**config.mk**
```make
export PLATFORM = sky130hd
export DESIGN_NAME = decode_stage
export DESIGN_NICKNAME = d
export VERILOG_FILES = /design/src/rtl/decode_stage.sv
export SDC_FILE = /design/constraint.sdc
export NUM_CORES = 1
export LEC_CHECK = 0
export ABC_AREA = 1
export BUFFER_PORTS_ARGS = -buffer_cell sky130_fd_sc_hd__clkbuf_2
export CAP_MARGIN = 20
export CORE_MARGIN = 2
export CORE_UTILIZATION = 50
export DETAILED_ROUTE_END_ITERATION = 16
export PLACE_DENSITY = 0.83
export SLEW_MARGIN = 25
export SYNTH_ARGS = -nofsm -noshare
export SYNTH_HDL_FRONTEND = slang
export SYNTH_SLANG_ARGS = --single-unit
```
**constraint.sdc**
```tcl
create_clock -name clk -period 2.3 [get_ports clk]
set_input_delay 0.345 -clock clk [delete_from_list [all_inputs] [get_ports clk]]
set_output_delay 0.345 -clock clk [all_outputs]
set_load 0.05 [all_outputs]
```
**src/rtl/decode_stage.sv**
```systemverilog
`timescale 1ns/1ps
`default_nettype none
// ============================================================================
// Module   : decode_stage
// Brief    : Registered RV32I(+M) decoder with a valid/ready handshake, flush
//            and an interlock that holds M operations while the MDU is busy.
// Revision : 1.0 - initial release
// ============================================================================
module decode_stage #(
    parameter int ENABLE_M   = 1,
    parameter int ALU_CTRL_W = 4,
    parameter int PC_W       = 32
) (
    input  logic                  clk,
    input  logic                  rst,
    input  logic                  in_valid,
    output logic                  in_ready,
    input  logic [31:0]           in_instr,
    input  logic [PC_W-1:0]       in_pc,
    input  logic                  flush,
    input  logic                  mdu_busy,
    output logic                  out_valid,
    input  logic                  out_ready,
    output logic [PC_W-1:0]       out_pc,
    output logic [4:0]            out_rd,
    output logic [4:0]            out_rs1,
    output logic [4:0]            out_rs2,
    output logic                  reg_write,
    output logic                  mem_write,
    output logic                  branch,
    output logic                  jump,
    output logic                  jalr,
    output logic                  alu_src,
    output logic                  alu_src_a,
    output logic [ALU_CTRL_W-1:0] alu_control,
    output logic [1:0]            result_src,
    output logic [2:0]            imm_src,
    output logic [2:0]            addressing_control,
    output logic                  mdu_en,
    output logic [2:0]            mdu_op,
    output logic                  illegal
);

    localparam logic [6:0] c_op_r      = 7'b0110011;
    localparam logic [6:0] c_op_imm    = 7'b0010011;
    localparam logic [6:0] c_op_load   = 7'b0000011;
    localparam logic [6:0] c_op_store  = 7'b0100011;
    localparam logic [6:0] c_op_branch = 7'b1100011;
    localparam logic [6:0] c_op_jal    = 7'b1101111;
    localparam logic [6:0] c_op_jalr   = 7'b1100111;
    localparam logic [6:0] c_op_lui    = 7'b0110111;
    localparam logic [6:0] c_op_auipc  = 7'b0010111;
    localparam logic [6:0] c_op_fence  = 7'b0001111;

    localparam logic [6:0] c_f7_base   = 7'b0000000;
    localparam logic [6:0] c_f7_alt    = 7'b0100000;
    localparam logic [6:0] c_f7_muldiv = 7'b0000001;

    localparam logic [3:0] c_alu_add  = 4'b0000;
    localparam logic [3:0] c_alu_sub  = 4'b0001;
    localparam logic [3:0] c_alu_and  = 4'b0010;
    localparam logic [3:0] c_alu_or   = 4'b0011;
    localparam logic [3:0] c_alu_xor  = 4'b0100;
    localparam logic [3:0] c_alu_slt  = 4'b0101;
    localparam logic [3:0] c_alu_sltu = 4'b0110;
    localparam logic [3:0] c_alu_sll  = 4'b0111;
    localparam logic [3:0] c_alu_srl  = 4'b1000;
    localparam logic [3:0] c_alu_sra  = 4'b1011;
    localparam logic [3:0] c_alu_lui  = 4'b1111;
    localparam logic [3:0] c_alu_bne  = 4'b1100;
    localparam logic [3:0] c_alu_bge  = 4'b1001;
    localparam logic [3:0] c_alu_bgeu = 4'b1010;

    typedef struct packed {
        logic [PC_W-1:0]       pc;
        logic [4:0]            rd;
        logic [4:0]            rs1;
        logic [4:0]            rs2;
        logic                  reg_write;
        logic                  mem_write;
        logic                  branch;
        logic                  jump;
        logic                  jalr;
        logic                  alu_src;
        logic                  alu_src_a;
        logic [ALU_CTRL_W-1:0] alu_control;
        logic [1:0]            result_src;
        logic [2:0]            imm_src;
        logic [2:0]            addressing_control;
        logic                  mdu_en;
        logic [2:0]            mdu_op;
        logic                  illegal;
    } bundle_t;

    logic [6:0] w_opcode;
    logic [2:0] w_funct3;
    logic [6:0] w_funct7;
    logic [3:0] w_alu;
    bundle_t    w_dec;
    bundle_t    r_bundle;
    logic       r_v;
    logic       w_stall_mdu;
    logic       w_in_ready;
    logic       w_fire;

    assign w_opcode = in_instr[6:0];
    assign w_funct3 = in_instr[14:12];
    assign w_funct7 = in_instr[31:25];

    // Shared by R-type and I-ALU; alt selects SUB/SRA.
    function automatic logic [3:0] alu_op(input logic [2:0] f3, input logic alt);
        logic [3:0] op;
        op = c_alu_add;
        case (f3)
            3'b000:  op = alt ? c_alu_sub : c_alu_add;
            3'b001:  op = c_alu_sll;
            3'b010:  op = c_alu_slt;
            3'b011:  op = c_alu_sltu;
            3'b100:  op = c_alu_xor;
            3'b101:  op = alt ? c_alu_sra : c_alu_srl;
            3'b110:  op = c_alu_or;
            default: op = c_alu_and;
        endcase
        return op;
    endfunction

    always_comb begin
        w_dec     = '0;
        w_alu     = c_alu_add;
        w_dec.pc  = in_pc;
        w_dec.rd  = in_instr[11:7];
        w_dec.rs1 = in_instr[19:15];
        w_dec.rs2 = in_instr[24:20];
        case (w_opcode)
            c_op_r: begin
                if ((ENABLE_M != 0) && (w_funct7 == c_f7_muldiv)) begin
                    w_dec.reg_write  = 1'b1;
                    w_dec.mdu_en     = 1'b1;
                    w_dec.mdu_op     = w_funct3;
                    w_dec.result_src = 2'b11;
                end else if ((w_funct7 == c_f7_base) ||
                             ((w_funct7 == c_f7_alt) &&
                              ((w_funct3 == 3'b000) || (w_funct3 == 3'b101)))) begin
                    w_dec.reg_write = 1'b1;
                    w_alu           = alu_op(w_funct3, w_funct7[5]);
                end else begin
                    w_dec.illegal = 1'b1;
                end
            end
            c_op_imm: begin
                w_dec.reg_write = 1'b1;
                w_dec.alu_src   = 1'b1;
                w_alu           = alu_op(w_funct3, (w_funct3 == 3'b101) && w_funct7[5]);
                if ((w_funct3 == 3'b001) && (w_funct7 != c_f7_base))
                    w_dec.illegal = 1'b1;
                if ((w_funct3 == 3'b101) && (w_funct7 != c_f7_base) && (w_funct7 != c_f7_alt))
                    w_dec.illegal = 1'b1;
            end
            c_op_load: begin
                w_dec.reg_write          = 1'b1;
                w_dec.alu_src            = 1'b1;
                w_dec.result_src         = 2'b01;
                w_dec.addressing_control = w_funct3;
                if ((w_funct3 == 3'b011) || (w_funct3 == 3'b110) || (w_funct3 == 3'b111))
                    w_dec.illegal = 1'b1;
            end
            c_op_store: begin
                w_dec.mem_write          = 1'b1;
                w_dec.alu_src            = 1'b1;
                w_dec.imm_src            = 3'b001;
                w_dec.addressing_control = w_funct3;
                if (w_funct3 >= 3'b011)
                    w_dec.illegal = 1'b1;
            end
            c_op_branch: begin
                w_dec.branch  = 1'b1;
                w_dec.imm_src = 3'b010;
                case (w_funct3)
                    3'b000:  w_alu = c_alu_sub;
                    3'b001:  w_alu = c_alu_bne;
                    3'b100:  w_alu = c_alu_slt;
                    3'b101:  w_alu = c_alu_bge;
                    3'b110:  w_alu = c_alu_sltu;
                    3'b111:  w_alu = c_alu_bgeu;
                    default: w_dec.illegal = 1'b1;
                endcase
            end
            c_op_jal: begin
                w_dec.reg_write  = 1'b1;
                w_dec.jump       = 1'b1;
                w_dec.imm_src    = 3'b011;
                w_dec.result_src = 2'b10;
            end
            c_op_jalr: begin
                w_dec.reg_write  = 1'b1;
                w_dec.jalr       = 1'b1;
                w_dec.alu_src    = 1'b1;
                w_dec.result_src = 2'b10;
                if (w_funct3 != 3'b000)
                    w_dec.illegal = 1'b1;
            end
            c_op_lui: begin
                w_dec.reg_write = 1'b1;
                w_dec.alu_src   = 1'b1;
                w_dec.imm_src   = 3'b100;
                w_alu           = c_alu_lui;
            end
            c_op_auipc: begin
                w_dec.reg_write = 1'b1;
                w_dec.alu_src   = 1'b1;
                w_dec.alu_src_a = 1'b1;
                w_dec.imm_src   = 3'b100;
            end
            c_op_fence: begin
                w_dec.illegal = 1'b0;
            end
            default: begin
                w_dec.illegal = 1'b1;
            end
        endcase
        // Illegal words still travel with their PC, but must not cause side effects.
        if (w_dec.illegal) begin
            w_dec.reg_write = 1'b0;
            w_dec.mem_write = 1'b0;
            w_dec.branch    = 1'b0;
            w_dec.jump      = 1'b0;
            w_dec.jalr      = 1'b0;
            w_dec.mdu_en    = 1'b0;
        end
        w_dec.alu_control = ALU_CTRL_W'(w_alu);
    end

    assign w_stall_mdu = r_v & r_bundle.mdu_en & mdu_busy;
    assign out_valid   = r_v & ~w_stall_mdu;
    assign w_in_ready  = ~r_v | (out_ready & ~w_stall_mdu) | flush;
    assign in_ready    = w_in_ready;
    assign w_fire      = out_valid & out_ready;

    always_ff @(posedge clk) begin
        if (rst) begin
            r_v      <= 1'b0;
            r_bundle <= '0;
        end else if (flush) begin
            r_v <= 1'b0;
        end else if (in_valid && w_in_ready) begin
            r_v      <= 1'b1;
            r_bundle <= w_dec;
        end else if (w_fire) begin
            r_v <= 1'b0;
        end
    end

    assign out_pc             = r_bundle.pc;
    assign out_rd             = r_bundle.rd;
    assign out_rs1            = r_bundle.rs1;
    assign out_rs2            = r_bundle.rs2;
    assign reg_write          = r_bundle.reg_write;
    assign mem_write          = r_bundle.mem_write;
    assign branch             = r_bundle.branch;
    assign jump               = r_bundle.jump;
    assign jalr               = r_bundle.jalr;
    assign alu_src            = r_bundle.alu_src;
    assign alu_src_a          = r_bundle.alu_src_a;
    assign alu_control        = r_bundle.alu_control;
    assign result_src         = r_bundle.result_src;
    assign imm_src            = r_bundle.imm_src;
    assign addressing_control = r_bundle.addressing_control;
    assign mdu_en             = r_bundle.mdu_en;
    assign mdu_op             = r_bundle.mdu_op;
    assign illegal            = r_bundle.illegal;

endmodule
`default_nettype wire

```
==> results.sh <==
export IMPL_clock_latency_ns=0.34
export IMPL_cp_end_kind="primary output"
export IMPL_io_pins=143
export IMPL_drc=0
export IMPL_synth_area_top_cells="dfxtp_1 47%, nand2_1 20%, a21oi_1 10%"
export IMPL_antenna_found_initial=0
export IMPL_root_buffer="clkbuf_8"
export IMPL_min_period_ns=1.670
export IMPL_drt_met1_wl_um=3383
export IMPL_rows=28
export IMPL_drt_iter0_drc=164
export IMPL_drv_cap=0
export IMPL_yosys_warnings=0
export IMPL_die_h_um=82.49
export IMPL_port_buffers=142
export IMPL_postSynthCellCount=441
export IMPL_yosys_area_top_type="dfxtp_1"
export IMPL_postRouteAntennaNets=0
export IMPL_met3_length_um=751
export IMPL_startpoint_type="register"
export IMPL_wl_um=8150
export IMPL_leakagePower_uw=0.001952
export IMPL_numCtsBuffers=9
export IMPL_dp_hpwl_um=5983
export IMPL_syn_to_final_growth_pct=32.17
export IMPL_cts_hold_buf=0
export IMPL_grtUsageTotal_pct=23.84
export IMPL_worst_pin_slew_ns=0.4638
export IMPL_switching_power_uw=839.9
export IMPL_grt_max_degree=50
export IMPL_avgSynthCellArea_um2=6.985
export IMPL_slew_headroom_pct=69.08
export IMPL_first_global_vias=2899
export IMPL_h_tree_depth=3
export IMPL_drive_gt1_share_pct=31.34
export IMPL_ir_drop_uv=539.5
export IMPL_sw_frac_of_total_pct=28.87
export IMPL_outcome="finished clean"
export IMPL_crit_arrival_ns=1.32
export IMPL_grt_pass1_wl_um=12560
export IMPL_wl_per_cell_um=12.37
export IMPL_dr_pass1_iters=5
export IMPL_clock_fmax_ghz=0.5989
export IMPL_p_per_area_nw_per_um2=714.5
export IMPL_wl_met2_um=3924
export IMPL_cts_resized=0
export IMPL_finalSetupTns_ns=0
export IMPL_hold_path_class="primary input to register"
export IMPL_yosysUniqueCellTypes=29
export IMPL_fp_coreArea_um2=5921
export IMPL_vias_per_cell=5.096
export IMPL_period_share_pct=72.60
export IMPL_ys_seq_area_share_pct=46.79
export IMPL_clk_pin_slew_ns=0.07
export IMPL_nets=649
export IMPL_highest_layer="met4"
export IMPL_cts_tree="done"
export IMPL_clkSinkCount=72
export IMPL_fin_area_um2=4071
export IMPL_antenna_cells=0
export IMPL_placed_cell_area_um2=3841
export IMPL_netlist_area_leader_share_pct=46.79
export IMPL_rsz0062_at_grt="false"
export IMPL_fp_dieW_um=82.49
export IMPL_synth_area_um2=3080
export IMPL_clock_skew_final_ns=0.009045
export IMPL_p_int_uw=2069
export IMPL_start_util_pct=52.03
export IMPL_power_frac_clock_pct=38.3
export IMPL_path_max_fanout=4
export IMPL_cts_buffer_depth=2
export IMPL_cts_setup_buffers=0
export IMPL_report_final_slew_viol_count=0
export IMPL_grt_overflow=0
export IMPL_die_area_um2=6805
export IMPL_syn_nets=511
export IMPL_via_count=3358
export IMPL_power_frac_comb_pct=16.3
export IMPL_finalWeightedCongestion=0.9222
export IMPL_ys_seq_elements=72
export IMPL_seq_power_share_pct=45.4
export IMPL_setup_viol=0
export IMPL_reg2reg_setup_slack_ns=0.81
export IMPL_path_class="register to primary output"
export IMPL_fillers=516
export IMPL_critPathRequiredTime_ns=1.96
export IMPL_timing_hold_violations_final=0
==> synth_stat cells <==
library cell	instances
nand2_1	167
dfxtp_1	72
a21oi_1	63
nor2_1	35
nand3_1	20
inv_1	17
clkbuf_1	13
o21ai_0	9
buf_2	6
inv_2	5
nand2_2	4
nand4_1	3
nor2_2	3
o211a_1	3
o211ai_1	3
a21oi_2	2
a41oi_1	2
buf_4	2
nor2_4	2
a21boi_0	1
a21o_1	1
a311oi_1	1
a31oi_1	1
clkinv_1	1
nor3_1	1
o21a_1	1
o21bai_1	1
o21bai_2	1
or2_2	1
==> worst paths after layout <==
check                  from          to  cells after the start
setup / recovery     mdu_en    in_ready                      3
setup reg to reg     mdu_en  out_rs1[2]                      5
hold / removal        flush         r_v                      2
hold reg to reg   alu_src_a   alu_src_a                      2
==> cell type report <==
type / count / area [µm²] / share of cell area (%)
clock buffers: 10 / 137.6 / 3.380
inverters: 23 / 86.33 / 2.120
repair buffers: 148 / 755.7 / 18.56
multi-input cells: 325 / 1464 / 35.96
well taps: 75 / 93.84 / 2.305
clock inverters: 6 / 92.59 / 2.274
flip-flops and latches: 72 / 1441 / 35.40
==> power by group through the flow <==
stage / clock, µW / combinational, µW / sequential, µW
after global placement: 0 / 466 / 1350
after floorplan: 0 / 158 / 1510
after CTS: 1140 / 474 / 1320
final: 1110 / 474 / 1320
after global routing: 1190 / 514 / 1330
after detailed placement: 0 / 473 / 1350
==> cells in the final DEF, fill, tap and decap left out, drive strengths merged, types with 3 or more instances in the layout <==
cell type,netlist,layout
clkbuf,13,152
nand2,171,171
dfxtp,72,72
inv,22,22
o211a,3,3
nand3,20,20
o211ai,3,3
clkinv,1,3
nand4,3,3
o21ai,9,9
a21oi,65,65
buf,8,6
nor2,40,40
==> stage by stage <==
stage / util, % / hold WS (ns) / worst slack [ns] / power (µW) / cells
floorplan: - / 0.4230 / 0.2750 / 1671 / 441
global placement: 64.88 / 0.4509 / 0.7209 / 1813 / 643
detailed placement: 64.88 / 0.4550 / 0.6861 / 1822 / 643
CTS: 68.77 / 0.1754 / 0.6152 / 2937 / 659
global route: 68.77 / 0.1797 / 0.5315 / 3029 / 659
finish: 68.77 / 0.1947 / 0.6301 / 2909 / 659
==> logic make-up (layout without fill, tap and decap cells) <==
| family | Yosys count | in the layout | share of synthesized area, % |
|---|---|---|---|
| buffers and inverters | 44 | 187 | 5.849 |
| AO/OA/AOI/OAI | 89 | 89 | 16.37 |
| flip-flops | 72 | 72 | 46.79 |
| AND/OR/NAND/NOR | 236 | 236 | 30.99 |
==> metal layers <==
layer / vias to the layer above / GRT usage (%)
met3: 9 / 8.370
met5: - / 0
met4: 0 / 8.525
met2: 148 / 40.24
met1: 1499 / 27.99
li1: 1702 / -
==> critical path, stage by stage, from the launching register on <==
cell and delay (ns):
dfxtp_1 0.40, nand3_1 0.16, a21o_1 0.20, clkbuf_2 0.23
==> state kept, by name, indices dropped and copies added (netlist names), 2 cells and up <==
register	count
imm_src	3
addressing_control	3
out_rs1	5
out_rs2	5
alu_control	4
out_rd	5
result_src	2
mdu_op	3
out_pc	32
(Power assumes the default switching activity.)
